<file path="src/rtl/fu_alu_issue_ctrl.sv">
// fu_alu_issue_ctrl
// Issue-side controller for the single-cycle ALU functional unit. It takes one
// decoded operation at a time, fires the FU with a one-cycle enable, waits
// for the FU finish pulse, and queues {tag, result, zero, overflow} in a small
// circular FIFO that feeds register writeback.
//
// Handshakes (both sides): a transfer happens on a rising edge where
// valid & ready are both 1. A producer holds valid, and its payload stays
// stable, until that transfer happens. The controller derives issue_ready only
// from its own state (state and FIFO count), never from issue_valid. wb_valid
// is derived only from FIFO occupancy, never from wb_ready.
module fu_alu_issue_ctrl #(
  parameter int TAG_W    = 5,
  parameter int WB_DEPTH = 2
) (
  input  logic             clk,
  input  logic             rst_n,
  input  logic             issue_valid,
  output logic             issue_ready,
  input  logic [3:0]       issue_ctrl,
  input  logic [31:0]      issue_a,
  input  logic [31:0]      issue_b,
  input  logic [TAG_W-1:0] issue_tag,
  output logic             fu_en,
  output logic [3:0]       fu_ctrl,
  output logic [31:0]      fu_a,
  output logic [31:0]      fu_b,
  input  logic [31:0]      fu_res,
  input  logic             fu_zero,
  input  logic             fu_overflow,
  input  logic             fu_finish,
  output logic             wb_valid,
  input  logic             wb_ready,
  output logic [TAG_W-1:0] wb_tag,
  output logic [31:0]      wb_data,
  output logic             wb_zero,
  output logic             wb_overflow,
  output logic             busy,
  output logic [15:0]      done_cnt
);

  localparam int PTR_W = (WB_DEPTH > 1) ? $clog2(WB_DEPTH) : 1;
  localparam int CNT_W = PTR_W + 1;
  localparam int ENT_W = TAG_W + 34;
  localparam logic [CNT_W-1:0] DEPTH_C = CNT_W'(WB_DEPTH);

  // Operation sequencing: IDLE waits for an offer, ISSUE fires the FU once,
  // WAIT holds until the FU reports completion.
  typedef enum logic [1:0] {
    ST_IDLE  = 2'd0,
    ST_ISSUE = 2'd1,
    ST_WAIT  = 2'd2
  } state_t;

  state_t           state;
  logic [TAG_W-1:0] tag_q;

  // Result FIFO: entries are packed {tag, data, zero, overflow}.
  logic [ENT_W-1:0] mem [WB_DEPTH];
  logic [PTR_W-1:0] wr_ptr;
  logic [PTR_W-1:0] rd_ptr;
  logic [CNT_W-1:0] count;
  logic [ENT_W-1:0] head;

  logic accept;
  logic push;
  logic pop;

  // Only one operation is ever in flight. Gating acceptance on free space
  // guarantees that the WAIT-state push always finds room.
  assign issue_ready = (state == ST_IDLE) && (count < DEPTH_C);
  assign accept      = issue_valid && issue_ready;

  // finish is only meaningful while WAIT is active; stray pulses are ignored.
  assign push = (state == ST_WAIT) && fu_finish;
  assign pop  = wb_valid && wb_ready;

  // Controller FSM with registered FU drive, operand latch and busy flag.
  always_ff @(posedge clk or negedge rst_n) begin
    if (!rst_n) begin
      state   <= ST_IDLE;
      fu_en   <= 1'b0;
      fu_ctrl <= 4'd0;
      fu_a    <= 32'd0;
      fu_b    <= 32'd0;
      tag_q   <= '0;
      busy    <= 1'b0;
    end else begin
      case (state)
        ST_IDLE: begin
          fu_en <= 1'b0;
          if (accept) begin
            state   <= ST_ISSUE;
            fu_en   <= 1'b1;
            fu_ctrl <= issue_ctrl;
            fu_a    <= issue_a;
            fu_b    <= issue_b;
            tag_q   <= issue_tag;
            busy    <= 1'b1;
          end
        end
        ST_ISSUE: begin
          // Drop EN after one cycle; a held EN would re-trigger the FU.
          fu_en <= 1'b0;
          state <= ST_WAIT;
        end
        ST_WAIT: begin
          fu_en <= 1'b0;
          if (fu_finish) begin
            state <= ST_IDLE;
            busy  <= 1'b0;
          end
        end
        default: begin
          state <= ST_IDLE;
          fu_en <= 1'b0;
          busy  <= 1'b0;
        end
      endcase
    end
  end

  // FIFO storage write; contents need no reset because count gates validity.
  always_ff @(posedge clk) begin
    if (push) begin
      mem[wr_ptr] <= {tag_q, fu_res, fu_zero, fu_overflow};
    end
  end

  // FIFO pointers, occupancy and the completed-operation counter.
  always_ff @(posedge clk or negedge rst_n) begin
    if (!rst_n) begin
      wr_ptr   <= '0;
      rd_ptr   <= '0;
      count    <= '0;
      done_cnt <= 16'd0;
    end else begin
      if (push) begin
        wr_ptr   <= wr_ptr + PTR_W'(1);
        done_cnt <= done_cnt + 16'd1;
      end
      if (pop) begin
        rd_ptr <= rd_ptr + PTR_W'(1);
      end
      case ({push, pop})
        2'b10:   count <= count + CNT_W'(1);
        2'b01:   count <= count - CNT_W'(1);
        default: count <= count;
      endcase
    end
  end

  // The head entry is shown straight from storage, so it stays put until popped.
  assign head     = mem[rd_ptr];
  assign wb_valid = (count != '0);
  assign {wb_tag, wb_data, wb_zero, wb_overflow} = head;

endmodule

</file>
<file path="config.mk">
export PLATFORM = sky130hd
export DESIGN_NAME = fu_alu_issue_ctrl
export DESIGN_NICKNAME = d
export VERILOG_FILES = /design/src/rtl/fu_alu_issue_ctrl.sv
export SDC_FILE = /design/constraint.sdc
export NUM_CORES = 1
export LEC_CHECK = 0
export CAP_MARGIN = 0
export CORE_ASPECT_RATIO = 0.9
export CORE_MARGIN = 5
export CORE_UTILIZATION = 49
export CTS_CLUSTER_SIZE = 10
export DETAILED_ROUTE_END_ITERATION = 8
export PLACE_DENSITY = 0.88
export SYNTH_ARGS = -nofsm -noshare
export SYNTH_HDL_FRONTEND = slang
export SYNTH_SLANG_ARGS = --single-unit
</file>
<file path="constraint.sdc">
create_clock -name clk -period 8.7 [get_ports clk]
set_input_delay 1.74 -clock clk [delete_from_list [all_inputs] [get_ports clk]]
set_output_delay 1.74 -clock clk [all_outputs]
set_load 0.01 [all_outputs]
</file>
# Word-level counts from Yosys, hierarchy flattened
# Memories as Yosys holds them, arrays and structs flattened.
# Cells that the tools add are included.
[word_totals]
register_bits = 97
ramBits = 78
inputBits = 112
memories = 1
[op_classes]
n_addsub = 5
n_lt_le_gt_ge = 1
eq_ne = 6
n_mux = 11
bitwise_logic = 1
reduce_logical = 10
[memory_table]
columns = ["memory", "depth", "width", "rd", "rd_clocked_by_memory_dff", "wr", "line_no", "source"]
rows = [
  ["mem", 2, 39, 1, 0, 1, "59", "logic [ENT_W-1:0] mem [WB_DEPTH];"],
]
[ops]
columns = ["op", "count"]
rows = [
  ["$add A16 B1 Y16 const B", 1],
  ["$mux W1", 6],
  ["$pmux W2 S3", 1],
  ["$eq A2 B1 Y1 const B", 2],
  ["$eq A2 B2 Y1 const B", 2],
  ["$logic_and A1 B1 Y1", 4],
  ["$mux W2", 2],
  ["$ne A2 B2 Y1 const B", 2],
  ["$pmux W2 S2", 1],
  ["$reduce_and A2 Y1", 2],
  ["$reduce_bool A2 Y1", 2],
  ["$pmux W1 S3", 1],
  ["$reduce_and A3 Y1", 1],
  ["$add A1 B1 Y1 const B", 2],
  ["$add A2 B1 Y2 const B", 1],
  ["$logic_not A2 Y1", 1],
  ["$lt A2 B2 Y1 const B", 1],
  ["$sub A2 B1 Y2 const B", 1],
  ["$not A1 Y1", 1],
]

# Logic depth before layout (Yosys ltp)
[logic_depth]
word_depth = 5
depth_mapped = 7
ltp_nobuf = 7

# Least setup slack after synthesis
# No wires, ideal clock.
[synth_timing]
path_kind = "in2reg"
from = "input fu_finish"
to = "memory mem[0][0] (netlist name), enable pin"
setup_time_ps = 435
arrival_time_ps = 3740
path_slack_ps = 4524
cell_stages = 4
path_cell_list = "nand2_1 nor2_1 inv_1 nor2_1"
[synth_via]
elab_chain_len = 3
[synth_rtl]
columns = ["item", "line_no", "source"]
rows = [
  ["from (decl)", "31", "input logic fu_finish,"],
  ["$logic_and A1 B1 Y1", "75", "assign push = (state == ST_WAIT) && fu_finish;"],
  ["$mux W1", "125", "if (push) begin"],
  ["$mux W1 (not written as such)", "126", "mem[wr_ptr] <= {tag_q, fu_res, fu_zero, fu_overflow};"],
  ["to (decl)", "59", ""],
]
# Every way passes these cells.

# Final worst setup path
[layout_timing]
from = "register rd_ptr"
to = "output wb_data[25]"
[layout_via]
elab_chain_len = 1
[layout_rtl]
columns = ["item", "line_no", "source"]
rows = [
  ["from (decl)", "61", "logic [PTR_W-1:0] rd_ptr;"],
  ["from (signal assigned)", "143", "rd_ptr <= rd_ptr + PTR_W'(1);"],
  ["$mem_v2 Z2 W39", "--", ""],
  ["to (decl)", "35", "output logic [31:0] wb_data,"],
]
# Every way passes these cells.

==> Implementation_results.wiki <==
{| class="wikitable"
! Metric !! Value
|-
| Detailed placement HPWL || 11.0 mm
|-
| Diode count || 0
|-
| FF+latch area || 4770 µm²
|-
| Portion of total power attributed to sequential cells || 0.380
|-
| Run status || completed
|-
| Time the final worst path needs with I/O delays and setup || 3.86 ns
|-
| Fmax achieved || 259 MHz
|-
| Post-synth design cell area || 6800 µm²
|-
| Initial standard-cell utilization of the core || 0.505
|-
| Delay-heaviest family, CP || buffers and inverters
|-
| CTS buffer count || 17
|-
| Weighted congestion reported at the end of routability-driven placement || 0.750
|-
| Number of DRC violations after detailed-routing iteration 0 || 163
|-
| CTS HTree Levels || 4
|-
| IR drop worst, VDD || 220 µV
|-
| Multi-input gate area in the final layout || 1870 µm²
|-
| Psw || 952 µW
|-
| Count of input and output buffers || 238
|-
| Clock sinks || 175
|-
| CTS Hold Buffers Added || 0
|-
| Headroom to the max-slew limit || 0.276
|-
| Final net count || 723
|-
| Critical path startpoint category || flop
|-
| Number of cell rows || 40
|-
| Most instantiated flip-flop cell in the synthesis netlist || sky130_fd_sc_hd__dfrtp_1
|-
| Filler-free cell count of the finished design || 790
|-
| Portion of total power attributed to the clock network || 0.232
|-
| Power density over cell area || 338 nW/µm²
|-
| Data arrival, critical path || 2.12 ns
|-
| Synthesis-stage register bit count || 175
|-
| Setup crit start || rd_ptr
|-
| Switching share of power || 0.285
|-
| Mean instance size in the synthesized netlist || 18.7 µm²
|-
| Worst-path clk slew || 0.07 ns
|-
| Die Area || 16,300 µm²
|-
| GRT Overall Usage || 0.197
|-
| Launch instance of the worst register-to-register path || state[0]
|-
| Launch instance of the worst min-delay path || tag_q[2]
|-
| Post-route DRC || 0
|-
| Largest net degree at the start of global routing || 67
|-
| Boundary pin count || 239
|-
| Cell with the largest stage delay on the worst path || sky130_fd_sc_hd__clkdlybuf4s50_1
|-
| Post-synthesis async set-or-reset flop share || 0.554
|-
| Setup-violating endpoint count in the final report || 0
|-
| Total of cells resized after clock tree synthesis || 0
|-
| Worst hold path type || reg -> reg
|-
| Instance count of the mapped netlist || 363
|-
| Number of routed nets with antenna violations || 0
|-
| Net count of the mapped netlist || 477
|-
| Transition time of the tightest slew-check pin || 1.08 ns
|-
| Vias in the first global route || 4,340
|-
| Max-capacitance violation count || 0
|-
| Cell internal power dissipation || 2390 µW
|-
| Layout area overhead || 45.3%
|-
| Vert. Die Dim || 122 µm
|-
| Post-layout total power || 3340 µW
|-
| Global-route wire length before repair || 24.3 mm
|-
| Part of the power in combinational logic || 0.388
|-
| Synth warn || 0
|-
| Setup total negative slack || 0 ns
|-
| Via density || 4.97
|-
| Critical Path End Type || output port
|-
| Clock latency on the worst-skew pair || 0.43 ns
|-
| Distinct cell type count after synthesis || 29
|-
| TritonCTS clock tree || yes
|-
| Max-slew violations || 0
|-
| Hold WS || 0.477 ns
|-
| Number of enable-type register cells in the synthesized netlist || 78
|-
| Worst path bufs/invs || 2
|-
| Period utilisation layout || 0.444
|-
| Fin. Hold Viols || 0
|-
| Post-CTS setup-driven buffer insertion count || 0
|-
| Series of cell instances along the critical path || buf_4, mux2_2, clkdlybuf4s50_1
|-
| Total placed cells including tap cells || 758
|-
| Congestion Overflow GR || 0
|-
| Total of fill cells in the finished design || 799
|-
| Core ar. || 13,500 µm²
|-
| Routed wire length || 15.5 mm
|-
| Largest stage delay on the critical path || 0.48 ns
|-
| Max Clock Skew || 0.0151 ns
|-
| Die X || 134 µm
|-
| WL/cell || 19.6 µm
|-
| First drt pass iteration count || 4
|-
| Clk buf depth || 2
|-
| Fraction of final layout cells sized beyond drive strength 1 || 0.246
|-
| Worst-path maximum fanout || 40
|-
| Clock tree root driver cell || sky130_fd_sc_hd__clkbuf_16
|-
| Count of vias placed by the detailed router || 3,924
|-
| Setup repair after global routing missed its margin || no
|-
| Sequential share of the synthesized area || 0.701
|-
| Required time of the worst setup path || 6.96 ns
|-
| Critical path start-end classification || reg -> out
|-
| Number of antenna violations at the first check in global routing || 0
|-
| Static Leak || 0.00386 µW
|}
## routing by layer
layer / GRT usage / up-vias / share of wire
li1: - / 1803 / -
met1: 0.240 / 1916 / 0.41
met2: 0.310 / 190 / 0.47
met3: 0.0966 / 15 / 0.11
met4: 0.0642 / 0 / 0.014
met5: 0 / - / 0
## cell families (layout without fill, tap and decap cells)
family                     after synthesis  in the layout  share of synthesized area
DFF                                    175            175                      0.701
AOI/OAI and AO/OA                        2              2                    0.00184
and+or+nand+nor                         34             34                     0.0265
muxes                                  114            114                      0.216
adders and majority gates                2              2                    0.00368
xor gates and xnor gates                20             20                     0.0258
buffers and inverters                   16            275                     0.0247
## path summary, 6_finish.rpt
| kind | cells after the start | slack [ns] | end |
|---|---|---|---|
| worst max-delay path | 3 | 4.84 | wb_data[25] |
| worst min-delay path | 0 | 0.48 | mem[0][36] |
| worst max register to register | 4 | 6.23 | fu_b[2] |
| worst min register to register | 0 | 0.48 | mem[0][36] |
| max in group asynchronous | 2 | 6.28 | done_cnt[5] |
| min in group asynchronous | 1 | 1.23 | fu_b[12] |
## power by group through the flow
stage	logic [µW]	clock network [µW]	registers, µW
2_1_floorplan	606	0	1330
3_3_place_gp	1280	0	1270
4_1_cts	1320	790	1270
6_report	1300	775	1270
3_5_place_dp	1310	0	1270
5_1_grt	1380	830	1300
## synthesized netlist by cell type (2+ instances only)
library cell                n  area (µm²)
sky130_fd_sc_hd__xor2_1     3        26.3
sky130_fd_sc_hd__buf_12     6         120
sky130_fd_sc_hd__mux2_2    63         709
sky130_fd_sc_hd__buf_4      2        15.0
sky130_fd_sc_hd__nand2_1    9        33.8
sky130_fd_sc_hd__ha_1       2        25.0
sky130_fd_sc_hd__buf_1      3        11.3
sky130_fd_sc_hd__xnor2_1   17         149
sky130_fd_sc_hd__and2_1     3        18.8
sky130_fd_sc_hd__mux2_4    50         751
sky130_fd_sc_hd__nor2_1     5        18.8
sky130_fd_sc_hd__edfxtp_1  78        2340
sky130_fd_sc_hd__inv_1      2        7.51
sky130_fd_sc_hd__nand4_1    2        12.5
sky130_fd_sc_hd__buf_2      2        10.0
sky130_fd_sc_hd__nand3_1    7        35.0
sky130_fd_sc_hd__dfrtp_1   97        2430
## worst register-to-register path, cell delays in order (launching register included)
cell                      delay, ns
sky130_fd_sc_hd__dfrtp_1       0.43
sky130_fd_sc_hd__nor3_2        0.29
sky130_fd_sc_hd__and2_4        0.37
sky130_fd_sc_hd__buf_4         0.78
sky130_fd_sc_hd__mux2_2        0.47
## registers in the layout (all words and copies together) (netlist names)
signal and count:
busy 1, count 2, done_cnt 16, fu_a 32, fu_b 32, fu_ctrl 4
fu_en 1, mem 78, rd_ptr 1, state 2, tag_q 5, wr_ptr 1
## cell type report
type / count / share of cell area
Sequential cell: 175 / 0.483
Timing Repair Buffer: 241 / 0.243
Tap cell: 168 / 0.0213
Clock inverter: 12 / 0.0118
Clock buffer: 20 / 0.0507
Inverter: 2 / 0.000760
Multi-Input combinational cell: 172 / 0.189
## cell usage in the layout, fill, tap and decap left out
cell type                         instances
sky130_fd_sc_hd__clkinv_4                 1
sky130_fd_sc_hd__nor2_1                   4
sky130_fd_sc_hd__xor2_1                   3
sky130_fd_sc_hd__dfrtp_1                 97
sky130_fd_sc_hd__nor2_4                   1
sky130_fd_sc_hd__xnor2_1                 17
sky130_fd_sc_hd__mux2i_1                  1
sky130_fd_sc_hd__and4_1                   1
sky130_fd_sc_hd__nand3_1                  7
sky130_fd_sc_hd__clkinv_2                 1
sky130_fd_sc_hd__mux2_2                  63
sky130_fd_sc_hd__mux2_4                  50
sky130_fd_sc_hd__a21o_1                   1
sky130_fd_sc_hd__bufinv_16                1
sky130_fd_sc_hd__ha_1                     2
sky130_fd_sc_hd__or2_2                    1
sky130_fd_sc_hd__and2_2                   1
sky130_fd_sc_hd__clkinv_1                 1
sky130_fd_sc_hd__nand2b_1                 1
sky130_fd_sc_hd__inv_8                    1
sky130_fd_sc_hd__nor3_2                   1
sky130_fd_sc_hd__and3_1                   1
sky130_fd_sc_hd__and2_4                   1
sky130_fd_sc_hd__o21ai_0                  1
sky130_fd_sc_hd__and2_1                   2
sky130_fd_sc_hd__edfxtp_1                78
sky130_fd_sc_hd__clkdlybuf4s50_1        237
sky130_fd_sc_hd__and4b_1                  1
sky130_fd_sc_hd__nand4_1                  2
sky130_fd_sc_hd__clkbuf_16               20
sky130_fd_sc_hd__nor3_1                   1
sky130_fd_sc_hd__inv_1                    2
sky130_fd_sc_hd__buf_4                    4
sky130_fd_sc_hd__inv_6                    4
sky130_fd_sc_hd__nand2_1                  9
sky130_fd_sc_hd__clkinvlp_4               3
## through the flow
step / utilization / cell area, µm² / setup slack [ns]
5_1_grt: 0.734 / 9880 / 4.75
3_5_place_dp: 0.688 / 9260 / 4.64
2_1_floorplan: - / 6800 / 4.52
6_report: 0.734 / 9880 / 4.84
3_3_place_gp: 0.688 / 9260 / 4.74
4_1_cts: 0.734 / 9880 / 4.82
Note: power is estimated with default switching activity, not from simulation.
==> edit 1, RTL diff (config.mk and constraints unchanged) <==
The 3 states of `state_t` get a one-hot encoding in 3 bits.
--- a/src/rtl/fu_alu_issue_ctrl.sv
+++ b/src/rtl/fu_alu_issue_ctrl.sv
@@ -46,10 +46,10 @@
 
   // Operation sequencing: IDLE waits for an offer, ISSUE fires the FU once,
   // WAIT holds until the FU reports completion.
-  typedef enum logic [1:0] {
-    ST_IDLE  = 2'd0,
-    ST_ISSUE = 2'd1,
-    ST_WAIT  = 2'd2
+  typedef enum logic [2:0] {
+    ST_IDLE  = 3'b001,
+    ST_ISSUE = 3'b010,
+    ST_WAIT  = 3'b100
   } state_t;
 
   state_t           state;
Function: same outputs for any inputs over 4 cycles, from zero or initial values and one cycle with rst_n low; so few cycles prove little.
==> edit 1 against the unedited design <==
- synthesized area increased by 0.55%
- via count increased by 1.8%
- routed wire length rose by 0.89%
- power fell by 4.4%
- final area up 0.51%
- sequential cell count up 1
- non-clock buffer count stayed put
- worst setup slack worse by 0.21 ns
- first-iteration DRC count is 31% higher
- largest cell class unchanged
==> edit 1: results (changes against the unedited design) <==
Synth Instances=367 (was 363); Clock Skews=0.006108 ns (was 0.01510 ns); share of cells above drive strength 1=0.2540 (was 0.2460); first-pass GRT wire length=24.26 mm (was 24.28 mm); Multi-In Gates=176 (was 172); post-synthesis sequential area ratio=0.7014 (about the same); Total Wirelength=15.61 mm (was 15.47 mm); Reg2Reg Capture Point=fu_b[22]$_DFFE_PN0P_ (was fu_b[2]$_DFFE_PN0P_); hold-critical path depth=1 (was 0); GRT Overall Usage=0.1947 (was 0.1971); crit path to=wb_tag[4] (was wb_data[25]); Worst Hold Endpoint=done_cnt[15]$_DFFE_PN0P_ (was mem[0][36]$_DFFE_PP_); inverters=1 (was 2); Compound-Gate Fraction of Synth Area=0.002013 (was 0.001840); cell area after placement=9318 sq um (was 9261 sq um); Seq Cell Count=176 (was 175); core outline area=13850 sq um (was 13460 sq um); mux contribution to synthesized area=0.2095 (was 0.2162); Synth Area in XOR/XNOR=0.02690 (was 0.02576); number of global-route vias before repair=4426 (was 4340); Min Clock Period, post-route=4.068 ns (was 3.859 ns); Post-Route Utilization=0.7168 (was 0.7337); Async SR Flop Fraction=0.5568 (was 0.5543); register area=4797 sq um (was 4770 sq um); Final Hold Slack=0.4667 ns (was 0.4770 ns); RR Startpoint=state[0]$_DFFE_PN1P_ (was state[0]$_DFFE_PN0P_); status=completed (unchanged); First DRT Iteration DRCs=213 (was 163)
-- edit 1: worst max-delay path, cell delays in order (launching register included) --
cell and delay [ns]:
dfrtp_2 0.96, mux2_2 0.42, clkdlybuf4s50_1 0.52
-- edit 1: layer usage --
| layer | up-vias | wire (um) | share of wire | GRT usage |
|---|---|---|---|---|
| met4 | 0 | 171 | 0.011 | 0.04962 |
| met5 | - | 0 | 0 | 0 |
| met3 | 15 | 1587 | 0.10 | 0.09538 |
| met1 | 1973 | 6394 | 0.41 | 0.2422 |
| met2 | 170 | 7452 | 0.48 | 0.3078 |
| li1 | 1835 | - | - | - |
-- edit 1: report_power, final --
group / switching [mW] / internal, mW / total (mW)
Combinational: 0.404 / 0.770 / 1.17
Clock: 0.332 / 0.442 / 0.773
Sequential: 0.165 / 1.08 / 1.25
==> edit 2, RTL diff (same settings) <==
Without the edit above. `WB_DEPTH`: 2 -> 4.
--- a/src/rtl/fu_alu_issue_ctrl.sv
+++ b/src/rtl/fu_alu_issue_ctrl.sv
@@ -11,7 +11,7 @@
 // is derived only from FIFO occupancy, never from wb_ready.
 module fu_alu_issue_ctrl #(
   parameter int TAG_W    = 5,
-  parameter int WB_DEPTH = 2
+  parameter int WB_DEPTH = 4
 ) (
   input  logic             clk,
   input  logic             rst_n,
Behaviour: no difference found for any inputs over 4 cycles, from zero or initial values and one cycle with rst_n low; that may be too few to reach the edited logic, so the function may still have changed.
==> edit 2 against the unedited design <==
- worst setup slack got worse by 0.64 ns
- power rose by 30%
- sequential cell count rose by 81
- first-iteration DRC count up 66%
- routed wire length grew 42%
- combinational power grew 15%
- hold slack improved by 0.0067 ns
- final area up 32%
- sequential share of layout area increased by 6.9 points
- synthesized cell count grew 28%
- synthesized area up 41%
- clock power up 38%
- largest cell class unchanged
==> edit 2: results (changes against the unedited design) <==
status=completed (unchanged); seq pwr=1.78 mW (was 1.27 mW); leakage=4.728 nW (was 3.862 nW); Post-synth EDFFs=156 (was 78); number of global-route vias before repair=5995 (was 4340); First DRT Iteration DRCs=270 (was 163); Clock Tree Root=clkbuf_16 (unchanged); mux contribution to synthesized area=0.1799 (was 0.2162); wire per inst=22.16 um (was 19.58 um); CTS H-Tree Depth=1 (was 4); slew of the pin with the lowest slew margin=1.048 ns (was 1.083 ns); synth cell count leaders=edfxtp_1 (156), dfrtp_1 (100), mux2_2 (73) (was dfrtp_1 (97), edfxtp_1 (78), mux2_2 (63)); Clock Skews=0.006732 ns (was 0.01510 ns); Comb pwr share=0.344 (was 0.388); Compound-Gate Fraction of Synth Area=0.001831 (was 0.001840); synth top area cells=edfxtp_1 (49%), dfrtp_1 (26%), mux4_2 (9.2%) (was dfrtp_1 (36%), edfxtp_1 (34%), mux2_4 (11%)); GRT Overall Usage=0.1983 (was 0.1971); Worst VDD drop=0.2368 mV (was 0.2200 mV); Bufs on Longest Clock Path=3 (was 2); Int Pwr=3.111 mW (was 2.389 mW); # fillers=1215 (was 799); Synth Area in XOR/XNOR=0.01923 (was 0.02576); Async SR Flop Fraction=0.3906 (was 0.5543); largest net degree at the start of global routing=76 (was 67); Post-Synth Adder-Cell Area=0.009941 (was 0.003680); Sw Pwr=1.233 mW (was 0.9519 mW); Top Registers=mem: 156 flops, fu_a: 32 flops, fu_b: 32 flops (was mem: 78 flops, fu_a: 32 flops, fu_b: 32 flops); GPL Wtd Cong=0.7606 (was 0.7498); vias per cell=5.321 (was 4.967); first-pass GRT wire length=34.03 mm (was 24.28 mm); setup bufs post-CTS=0 (unchanged); latest clock arrival within the worst-skew pair=0.54 ns (was 0.43 ns); clk slew on worst S/H paths=0.05 ns (was 0.07 ns); Post-Syn Nets=584 (was 477); synth unique cells=31 (was 29); Worst Path Max Fanout=36 (was 40); initial antenna violation count=2 (was 0); share of cells above drive strength 1=0.2157 (was 0.2460); CTS Buf Count=29 (was 17); Final Hold Slack=0.4836 ns (was 0.4770 ns); Max stage delay on crit path=0.62 ns (was 0.48 ns); Worst path slowest cell=mux4_2 (was clkdlybuf4s50_1); HPWL Detailed=14.61 mm (was 11.00 mm); post-synthesis sequential area ratio=0.7513 (was 0.7014); # nets final=838 (was 723); Syn. warnings=0 (unchanged); WP data arrival=2.75 ns (was 2.12 ns); Reg2Reg Setup Slack=6.60 ns (was 6.23 ns); Min-Delay Path Class=reg -> reg (unchanged)
[edit 2: cell types whose count changed after synthesis, moves of 4 or more]
| cell | change |
|---|---|
| and2_1 | +4 |
| buf_12 | -6 |
| buf_2 | +4 |
| buf_4 | +4 |
| edfxtp_1 | +78 |
| ha_1 | +4 |
| inv_1 | +4 |
| mux2_2 | +10 |
| mux2_4 | -50 |
| mux4_2 | +39 |
[edit 2: layout make-up]
| class | count | area, sq um | area share |
|---|---|---|---|
| antenna | 2 | 5.005 | 0.0003844 |
| clock buffer | 48 | 807.0 | 0.06198 |
| clock inverter | 1 | 20.02 | 0.001537 |
| inverter | 7 | 28.78 | 0.002210 |
| multi-input combinational | 185 | 2263 | 0.1738 |
| sequential | 256 | 7189 | 0.5521 |
| tap | 250 | 312.8 | 0.02402 |
| timing repair buffer | 240 | 2395 | 0.1839 |
[edit 2: metal layers]
| layer | share of wire | wire length (um) | vias to the layer above | track usage |
|---|---|---|---|---|
| met1 | 0.37 | 8155 | 2680 | 0.2397 |
| met3 | 0.10 | 2292 | 38 | 0.07905 |
| met4 | 0.025 | 553 | 0 | 0.05115 |
| met2 | 0.50 | 10910 | 241 | 0.3357 |
| met5 | 0 | 0 | - | 0 |
| li1 | - | - | 2303 | - |
[edit 2: kinds of logic (layout without fill, tap and decap cells)]
group / after synthesis / in the layout
adder cells (fa/ha/maj): 7 / 7
other: 0 / 2
multiplexers: 114 / 114
XOR/XNOR: 21 / 21
AO/OA/AOI/OAI: 3 / 3
AND/OR/NAND/NOR: 40 / 40
buffers and inverters: 24 / 296
flip-flops: 256 / 256
[edit 2: path summary, 6_finish.rpt]
check,start,to,cells past startpoint
max in group asynchronous,rst_n,rd_ptr[0]$_DFFE_PN0P_,2
worst max-delay path,rd_ptr[0]$_DFFE_PN0P_,wb_tag[3],3
worst min register to register,busy$_DFFE_PN0P_,busy$_DFFE_PN0P_,1
worst max register to register,state[0]$_DFFE_PN0P_,fu_ctrl[1]$_DFFE_PN0P_,3
min in group asynchronous,rst_n,rd_ptr[1]$_DFFE_PN0P_,1
worst min-delay path,busy$_DFFE_PN0P_,busy$_DFFE_PN0P_,1
[edit 2: stage by stage]
| stage | utilization | area (sq um) | cells | worst slack, ns |
|---|---|---|---|---|
| after global placement | 0.6342 | 12190 | 938 | 4.761 |
| after CTS | 0.6773 | 13020 | 987 | 4.137 |
| after detailed placement | 0.6342 | 12190 | 938 | 4.709 |
| after floorplan | - | 9565 | 465 | 5.332 |
| final | 0.6775 | 13020 | 989 | 4.206 |
| after global routing | 0.6775 | 13020 | 989 | 4.020 |
[edit 2: worst reg2reg max path, cell delays in order, from the launching register on]
cell	delay (ns)
dfrtp_1	0.45
nor3_2	0.24
and2_4	0.81
mux2_2	0.49
